## src/rtl/rom_arbiter.sv

```systemverilog
// Round-robin arbiter sharing one toggle-handshake ROM between fetch and load
// requesters, with a sticky watchdog that parks the block if the ROM hangs.
module rom_arbiter #(
  parameter int ADDR_W  = 32,
  parameter int DATA_W  = 32,
  parameter int TIMEOUT = 64
) (
  input  logic              clk,
  input  logic              rst,
  input  logic              fTriggerIn,
  input  logic [ADDR_W-1:0] fAddrIn,
  output logic [DATA_W-1:0] fDataOut,
  output logic              fReadyOut,
  input  logic              lTriggerIn,
  input  logic [ADDR_W-1:0] lAddrIn,
  output logic [DATA_W-1:0] lDataOut,
  output logic              lReadyOut,
  output logic              romTriggerOut,
  output logic [ADDR_W-1:0] romAddrOut,
  input  logic [DATA_W-1:0] romDataIn,
  input  logic              romReadyIn,
  output logic              grantLoad,
  output logic              timeoutErr,
  output logic [1:0]        o_dbg_state
);

  localparam int CNT_W = $clog2(TIMEOUT);
  localparam logic [CNT_W-1:0] WD_LAST = CNT_W'(TIMEOUT - 1);

  typedef enum logic [1:0] {ST_IDLE = 2'd0, ST_WAIT = 2'd1, ST_ERR = 2'd2} state_t;

  state_t            r_state;
  state_t            w_next_state;
  logic [CNT_W-1:0]  r_wd_cnt;
  logic [DATA_W-1:0] r_f_data;
  logic [DATA_W-1:0] r_l_data;
  logic              r_f_ready;
  logic              r_l_ready;
  logic              r_rom_trig;
  logic [ADDR_W-1:0] r_rom_addr;
  logic              r_grant_load;
  logic              r_err;

  logic w_f_pend;
  logic w_l_pend;
  logic w_pick_load;
  logic w_rom_ack;
  logic w_wd_expired;
  logic w_do_grant;
  logic w_do_ack;
  logic w_do_err;

  // Handshake: a side is pending while its trigger phase differs from its ready phase.
  assign w_f_pend     = fTriggerIn ^ r_f_ready;
  assign w_l_pend     = lTriggerIn ^ r_l_ready;
  assign w_pick_load  = (w_f_pend && w_l_pend) ? ~r_grant_load : w_l_pend;
  assign w_rom_ack    = (romReadyIn == r_rom_trig);
  assign w_wd_expired = (r_wd_cnt == WD_LAST);

  always_ff @(posedge clk) begin
    if (rst) r_state <= ST_IDLE;
    else     r_state <= w_next_state;
  end

  always_comb begin
    w_next_state = r_state;
    case (r_state)
      ST_IDLE: if (w_f_pend || w_l_pend) w_next_state = ST_WAIT;
      ST_WAIT: begin
        if (w_rom_ack)         w_next_state = ST_IDLE;
        else if (w_wd_expired) w_next_state = ST_ERR;
      end
      ST_ERR:  w_next_state = ST_ERR;
      default: w_next_state = ST_IDLE;
    endcase
  end

  // Ack takes priority over the watchdog when both happen in the same cycle.
  always_comb begin
    w_do_grant = 1'b0;
    w_do_ack   = 1'b0;
    w_do_err   = 1'b0;
    case (r_state)
      ST_IDLE: w_do_grant = w_f_pend || w_l_pend;
      ST_WAIT: begin
        w_do_ack = w_rom_ack;
        w_do_err = !w_rom_ack && w_wd_expired;
      end
      default: ;
    endcase
  end

  always_ff @(posedge clk) begin
    if (rst) begin
      r_wd_cnt     <= '0;
      r_f_data     <= '0;
      r_l_data     <= '0;
      r_f_ready    <= 1'b0;
      r_l_ready    <= 1'b0;
      r_rom_trig   <= 1'b0;
      r_rom_addr   <= '0;
      r_grant_load <= 1'b1;
      r_err        <= 1'b0;
    end else begin
      if (w_do_grant) begin
        r_rom_addr   <= w_pick_load ? lAddrIn : fAddrIn;
        r_rom_trig   <= ~r_rom_trig;
        r_grant_load <= w_pick_load;
        r_wd_cnt     <= '0;
      end
      if (w_do_ack) begin
        if (r_grant_load) begin
          r_l_data  <= romDataIn;
          r_l_ready <= ~r_l_ready;
        end else begin
          r_f_data  <= romDataIn;
          r_f_ready <= ~r_f_ready;
        end
      end else if (r_state == ST_WAIT && !w_wd_expired) begin
        r_wd_cnt <= r_wd_cnt + CNT_W'(1);
      end
      if (w_do_err) r_err <= 1'b1;
    end
  end

  assign fDataOut      = r_f_data;
  assign fReadyOut     = r_f_ready;
  assign lDataOut      = r_l_data;
  assign lReadyOut     = r_l_ready;
  assign romTriggerOut = r_rom_trig;
  assign romAddrOut    = r_rom_addr;
  assign grantLoad     = r_grant_load;
  assign timeoutErr    = r_err;
  assign o_dbg_state   = r_state;

endmodule

```

## config.mk

```make
export PLATFORM = sky130hd
export DESIGN_NAME = rom_arbiter
export DESIGN_NICKNAME = d
export VERILOG_FILES = /design/src/rtl/rom_arbiter.sv
export SDC_FILE = /design/constraint.sdc
export NUM_CORES = 1
export LEC_CHECK = 0
export BUFFER_PORTS_ARGS = -buffer_cell sky130_fd_sc_hd__clkbuf_2
export CAP_MARGIN = 20
export CORE_MARGIN = 2
export CORE_UTILIZATION = 45
export DETAILED_ROUTE_END_ITERATION = 7
export PLACE_DENSITY = 0.78
export SETUP_SLACK_MARGIN = 0.02
export SYNTH_ARGS = -nofsm -noshare
export SYNTH_HDL_FRONTEND = slang
export SYNTH_SLANG_ARGS = --single-unit
```

## constraint.sdc

```tcl
create_clock -name clk -period 3.1 [get_ports clk]
set_input_delay 0.465 -clock clk [delete_from_list [all_inputs] [get_ports clk]]
set_output_delay 0.465 -clock clk [all_outputs]
set_load 0.02 [all_outputs]
```

==> results of run 1 <==
==> cell usage in the layout, fill, tap and decap left out, types with 2 or more instances in the layout <==
master | netlist | final
mux2i_1 | 32 | 32
dfxtp_1 | 109 | 109
nand2b_1 | 2 | 2
a21oi_2 | 30 | 30
nand2_1 | 104 | 104
clkbuf_2 | 0 | 202
nand3_1 | 11 | 11
o21ai_0 | 33 | 33
nand2_2 | 30 | 30
nor2_1 | 10 | 10
buf_4 | 5 | 6
xor2_1 | 3 | 3
nor2b_1 | 2 | 2
clkinvlp_4 | 0 | 4
clkbuf_8 | 0 | 11
xnor2_1 | 4 | 4
inv_1 | 2 | 2
a21oi_1 | 71 | 71
a31oi_1 | 2 | 2
==> worst max-delay path, cell delays in order, from the launching register on <==
cell and delay, ps:
dfxtp_1 480, xor2_2 170, or3_2 870, nand2_2 210, a21oi_2 70
==> cells by family (layout without fill, tap and decap cells) <==
logic type	count (synthesis)	count (layout)	share of synthesized area (%)
AND/OR/NAND/NOR	164	164	16.4
AO/OA/AOI/OAI	144	144	19.3
flip-flops	109	109	48.6
buffers and inverters	39	227	6.60
multiplexers	32	32	7.13
XOR/XNOR	8	8	1.73
adder cells (fa/ha/maj)	1	1	0.279
==> routing by layer <==
metal  track usage (%)  part of all wire [%]  up-vias
met5                 0                     0        -
met4              7.43                   1.4        0
met3              4.82                   7.2       12
met2              36.1                    49      169
met1              24.6                    43     1847
li1                  -                     -     2038
==> through the flow <==
step	hold slack [ps]	setup WS, ps	total power [mW]	area, um^2	cells
finish	330	1130	3.66	5630	818
detailed placement	447	969	2.89	5440	802
floorplan	465	1510	2.59	4490	497
global placement	440	1050	2.85	5440	802
global route	314	877	3.87	5630	818
CTS	306	1110	3.70	5630	818
==> worst max path at each step <==
stage	start	end	slack [ps]
after floorplan	romTriggerOut	fDataOut[17]	1510
after global placement	fTriggerIn	romAddrOut[1]	1050
after detailed placement	fTriggerIn	romAddrOut[9]	970
after CTS	fReadyOut	romAddrOut[23]	1110
after global routing	fReadyOut	romAddrOut[9]	880
final	romTriggerOut	fDataOut[25]	1130
==> layout make-up <==
class / instances / area share, %
repair buffers: 209 / 18.9
clock inverters: 5 / 0.623
flip-flops and latches: 109 / 38.8
well taps: 133 / 2.96
clock buffers: 11 / 2.69
inverters: 2 / 0.133
multi-input cells: 349 / 36.0
==> where the power goes <==
part / internal, mW / switching (mW) / total, mW
registers: 1.59 / 0.121 / 1.71
clock network: 0.335 / 0.471 / 0.805
logic: 0.399 / 0.749 / 1.15
==> flip-flops by register name, indices dropped and copies added (netlist names), 2 cells and up <==
signal       cells
o_dbg_state      2
romAddrOut      32
fDataOut        32
r_wd_cnt         6
lDataOut        32
==> flow_metrics.env, run 1 <==
export IMPL_post_route_period_util_pct=63.5
export IMPL_critPathMaxFanout=32
export IMPL_hold_path_depth=3
export IMPL_rsz0062_at_grt="false"
export IMPL_drive_above_1_share_pct=42.5
export IMPL_fmax_mhz=508
export IMPL_hp_class="in2reg"
export IMPL_ff2ff_setup_slack_ps=1130
export IMPL_ys_seq_area_share_pct=48.6
export IMPL_synth_cell_types=35
export IMPL_fin_nets=782
export IMPL_worst_setup_path_type="reg2reg"
export IMPL_synth_top_cell_area_share_pct=48.6
export IMPL_slew_headroom_pct=39.2
export IMPL_drv_cap=0
export IMPL_syn2layout_area_growth_pct=25.3
export IMPL_r2r_end="fDataOut[25]"
export IMPL_skew_ps=6.78
export IMPL_grt_max_degree=51
export IMPL_cts_made_buffers=9
export IMPL_die_width_um=104
export IMPL_netlist_instances=497
export IMPL_ys_async_sr_fraction_pct=0
export IMPL_insertion_delay_ps=370
export IMPL_post_cts_buffers=0
export IMPL_r2r_cells=4
export IMPL_drt_first_pass_iters=4
export IMPL_status="finished, final reports clean"
export IMPL_ir_drop_uv=309
export IMPL_hold_viol=0
export IMPL_cts_sinks=109
export IMPL_yosysTopAreaCell="dfxtp_1"
export IMPL_yosys_top_cells_area="dfxtp_1 49%, nand2_1 8.7%, a21oi_1 7.9%"
export IMPL_drc_errors=0
export IMPL_num_antenna_cells=0
export IMPL_r2r_start="romTriggerOut"
export IMPL_clkTransAtPathRegs_ps=100
export IMPL_cts_hold_fix_buffers=0
export IMPL_setup_violations=0
export IMPL_fin_crit_ps=1970
export IMPL_hold_start="romDataIn[7]"
export IMPL_crit_arrival_ps=2200
export IMPL_multi_input_area_um2=2020
export IMPL_cts_max_path_buffers=2
export IMPL_synthesis_area_um2=4490
export IMPL_synth_top_flop_cell="dfxtp_1"
export IMPL_routedWlPerCell_um=13.8
export IMPL_register_area_um2=2180
export IMPL_synth_most_common_cell="dfxtp_1"
export IMPL_worstSetupEndpointType="register"
export IMPL_grt_pass1_vias=3947
export IMPL_routed_wl_mm=11.3
export IMPL_nFillCells=888
export IMPL_grt_overflow_total=0
export IMPL_route_antenna_remaining_nets=0
export IMPL_core_area_um2=9730
export IMPL_holdPathEnd="lDataOut[7]"
export IMPL_crit_path_start_kind="register"
export IMPL_ioPinCount=204
export IMPL_tns_ps=0
export IMPL_hpwl_mm=8.30
export IMPL_drt_iter0_drc=177
export IMPL_required_ps=3330
export IMPL_die_height_um=104
export IMPL_drv_slew=0
export IMPL_ctsResizeCount=0
export IMPL_synth_edf_count=0
export IMPL_antenna_found_initial=0
export IMPL_fin_util_pct=57.8
export IMPL_synthesis_nets=599
export IMPL_die_area_um2=10800
export IMPL_start_util_pct=46.2
export IMPL_vias=4066
export IMPL_grt_util_all_layers_pct=20.6
export IMPL_rows=36
export IMPL_power_density_nw_per_um2=651
export IMPL_avgViaCountPerCell=4.97
export IMPL_p_leak_nw=2.43
export IMPL_synth_seq_cells=109
export IMPL_yosysWarnings=0
export IMPL_routabilityCongestion=0.784
export IMPL_cts_tree="built"
export IMPL_netlist_top_cells_count="109 x dfxtp_1, 104 x nand2_1, 71 x a21oi_1, 33 x o21ai_0, 32 x mux2i_1"
export IMPL_h_tree_depth=3
export IMPL_placement_io_buffers=203
export IMPL_ctsRootBufferMaster="clkbuf_8"
export IMPL_synth_area_per_cell_um2=9.04
export IMPL_worst_pin_slew_ps=912
export IMPL_grt_pass1_wl_mm=18.3
No activity file was read; power rests on OpenSTA's default activity.
==> run 2: changes to the inputs <==
==> constraint.sdc (replaced) <==
create_clock -name clk -period 1.84 [get_ports clk]
set_input_delay 0.276 -clock clk [delete_from_list [all_inputs] [get_ports clk]]
set_output_delay 0.276 -clock clk [all_outputs]
set_load 0.02 [all_outputs]
==> run 2 against run 1 <==
Against the previous run:
- routed wire length is 0.66% higher
- register-to-register slack worse by 900 ps
- global-route usage is 0.21 points higher
- largest power group unchanged
- sequential power is 68% higher
- critical path type unchanged
==> flow_metrics.env, run 2 (same netlist as run 1, synthesis figures left out) <==
export IMPL_path_cells="xor2_1 -> a21boi_4 -> buf_12 -> mux2i_1 -> a21oi_1"
export IMPL_h_tree_depth=3
export IMPL_worst_path_stages=5
export IMPL_required_ps=2080
export IMPL_hold_start="romDataIn[21]"
export IMPL_fin_crit_ps=1610
export IMPL_post_dp_cell_area_um2=5540
export IMPL_worst_setup_path_type="reg2reg"
export IMPL_nFillCells=873
export IMPL_critPathMaxFanout=33
export IMPL_slowest_delay_ps=400
export IMPL_register_area_um2=2180
export IMPL_pwr_share_seq_pct=46.5
export IMPL_worstSetupEndpointType="register"
export IMPL_post_route_period_util_pct=87.6
export IMPL_drv_slew=0
export IMPL_fin_nets=789
export IMPL_drt_first_pass_iters=4
export IMPL_crit_path_start_kind="register"
export IMPL_crit_start="lReadyOut"
export IMPL_path_delay_family="flip-flops"
export IMPL_tns_ps=0
export IMPL_status="finished, final reports clean"
export IMPL_ctsResizeCount=0
export IMPL_rsz0062_at_grt="false"
export IMPL_core_area_um2=9730
export IMPL_routabilityCongestion=0.810
export IMPL_route_antenna_remaining_nets=0
export IMPL_setup_violations=0
export IMPL_hpwl_mm=8.36
export IMPL_intPower_mw=3.95
export IMPL_cts_tree="built"
export IMPL_crit_arrival_ps=1850
export IMPL_instances_no_fill=824
export IMPL_routed_wl_mm=11.4
export IMPL_slew_headroom_pct=59.1
export IMPL_postLayoutCellArea_um2=5710
export IMPL_p_switching_mw=2.25
export IMPL_placement_io_buffers=203
export IMPL_fmax_mhz=620
export IMPL_drive_above_1_share_pct=42.7
export IMPL_hold_viol=0
export IMPL_syn2layout_area_growth_pct=27.1
export IMPL_grt_pass1_vias=4042
export IMPL_power_frac_comb_pct=32.6
export IMPL_grt_util_all_layers_pct=20.8
export IMPL_die_width_um=104
export IMPL_cts_hold_fix_buffers=0
export IMPL_skew_ps=7.81
export IMPL_ioPinCount=204
export IMPL_placed_cells=809
export IMPL_pwr_share_clk_pct=21.0
export IMPL_multi_input_area_um2=2020
export IMPL_grt_max_degree=53
export IMPL_sw_frac_of_total_pct=36.3
export IMPL_crit_slowest_cell="dfxtp_1"
export IMPL_clkTransAtPathRegs_ps=100
export IMPL_drt_iter0_drc=230
export IMPL_drv_cap=0
export IMPL_ir_drop_uv=529
export IMPL_grt_pass1_wl_mm=18.6
export IMPL_grt_overflow_total=0
export IMPL_power_density_nw_per_um2=1090
export IMPL_r2r_cells=5
export IMPL_cts_sinks=109
export IMPL_worst_pin_slew_ps=609
export IMPL_crit_buf_inv=1
export IMPL_routedWlPerCell_um=13.8
export IMPL_avgViaCountPerCell=4.98
export IMPL_hold_path_depth=3
export IMPL_post_cts_buffers=0
export IMPL_p_leak_nw=2.47
export IMPL_insertion_delay_ps=350
export IMPL_rows=36
export IMPL_cts_max_path_buffers=2
export IMPL_final_cell_mix="202 x clkbuf_2, 109 x dfxtp_1, 104 x nand2_1"
export IMPL_r2r_start="lReadyOut"
export IMPL_vias=4105
export IMPL_num_antenna_cells=0
export IMPL_die_area_um2=10800
export IMPL_hp_class="in2reg"
export IMPL_cts_made_buffers=9
export IMPL_final_common_cell="clkbuf_2"
export IMPL_ctsRootBufferMaster="clkbuf_8"
export IMPL_start_util_pct=46.2
export IMPL_antenna_found_initial=0
export IMPL_die_height_um=104
export IMPL_drc_errors=0
-- run 2: cell count changes in the layout (fill, tap and decap cells not counted), sizes merged --
cell	delta
clkinvlp	-1
clkbuf	+1
buf	+7
clkinv	-1
-- run 2: routing by layer --
layer	routed length (um)	vias up	track usage (%)	share of wire, %
met4	180	0	7.43	1.6
met5	0	-	0	0
li1	-	2051	-	-
met2	5440	169	36.6	48
met1	4870	1870	24.5	43
met3	876	15	5.20	7.7
-- run 2: layout make-up --
cell class,count,share of cell area (%)
flip-flops and latches,109,38.2
well taps,133,2.91
inverters,2,0.131
clock inverters,3,0.394
clock buffers,12,2.54
repair buffers,216,20.4
multi-input cells,349,35.4
-- run 2: stage by stage --
step           setup WS [ps]  power [mW]  utilization (%)  hold WS, ps
2_1_floorplan            254        4.36                -          412
3_3_place_gp             309        4.90             57.0          435
3_5_place_dp             255        4.96             57.0          447
4_1_cts                  233        6.25             58.7          135
5_1_grt                  132        6.55             58.7          136
6_report                 228        6.20             58.7          148
-- run 2: tightest hold or removal path, stage by stage --
cell	delay, ps
clkbuf_2	90
nand2_1	50
a21oi_1	50
-- run 2: path summary, 6_finish.rpt --
check | endpoint | slack [ps]
max | romAddrOut[20] | 230
min | lDataOut[21] | 150
max reg2reg | romAddrOut[20] | 230
min reg2reg | lDataOut[31] | 460
-- run 2: power by group through the flow --
stage	sequential [mW]	combinational, mW	clock (mW)
2_1_floorplan	3.28	1.08	0
3_3_place_gp	2.92	1.98	0
3_5_place_dp	2.93	2.03	0
4_1_cts	2.88	2.03	1.33
5_1_grt	2.92	2.20	1.43
6_report	2.88	2.02	1.30
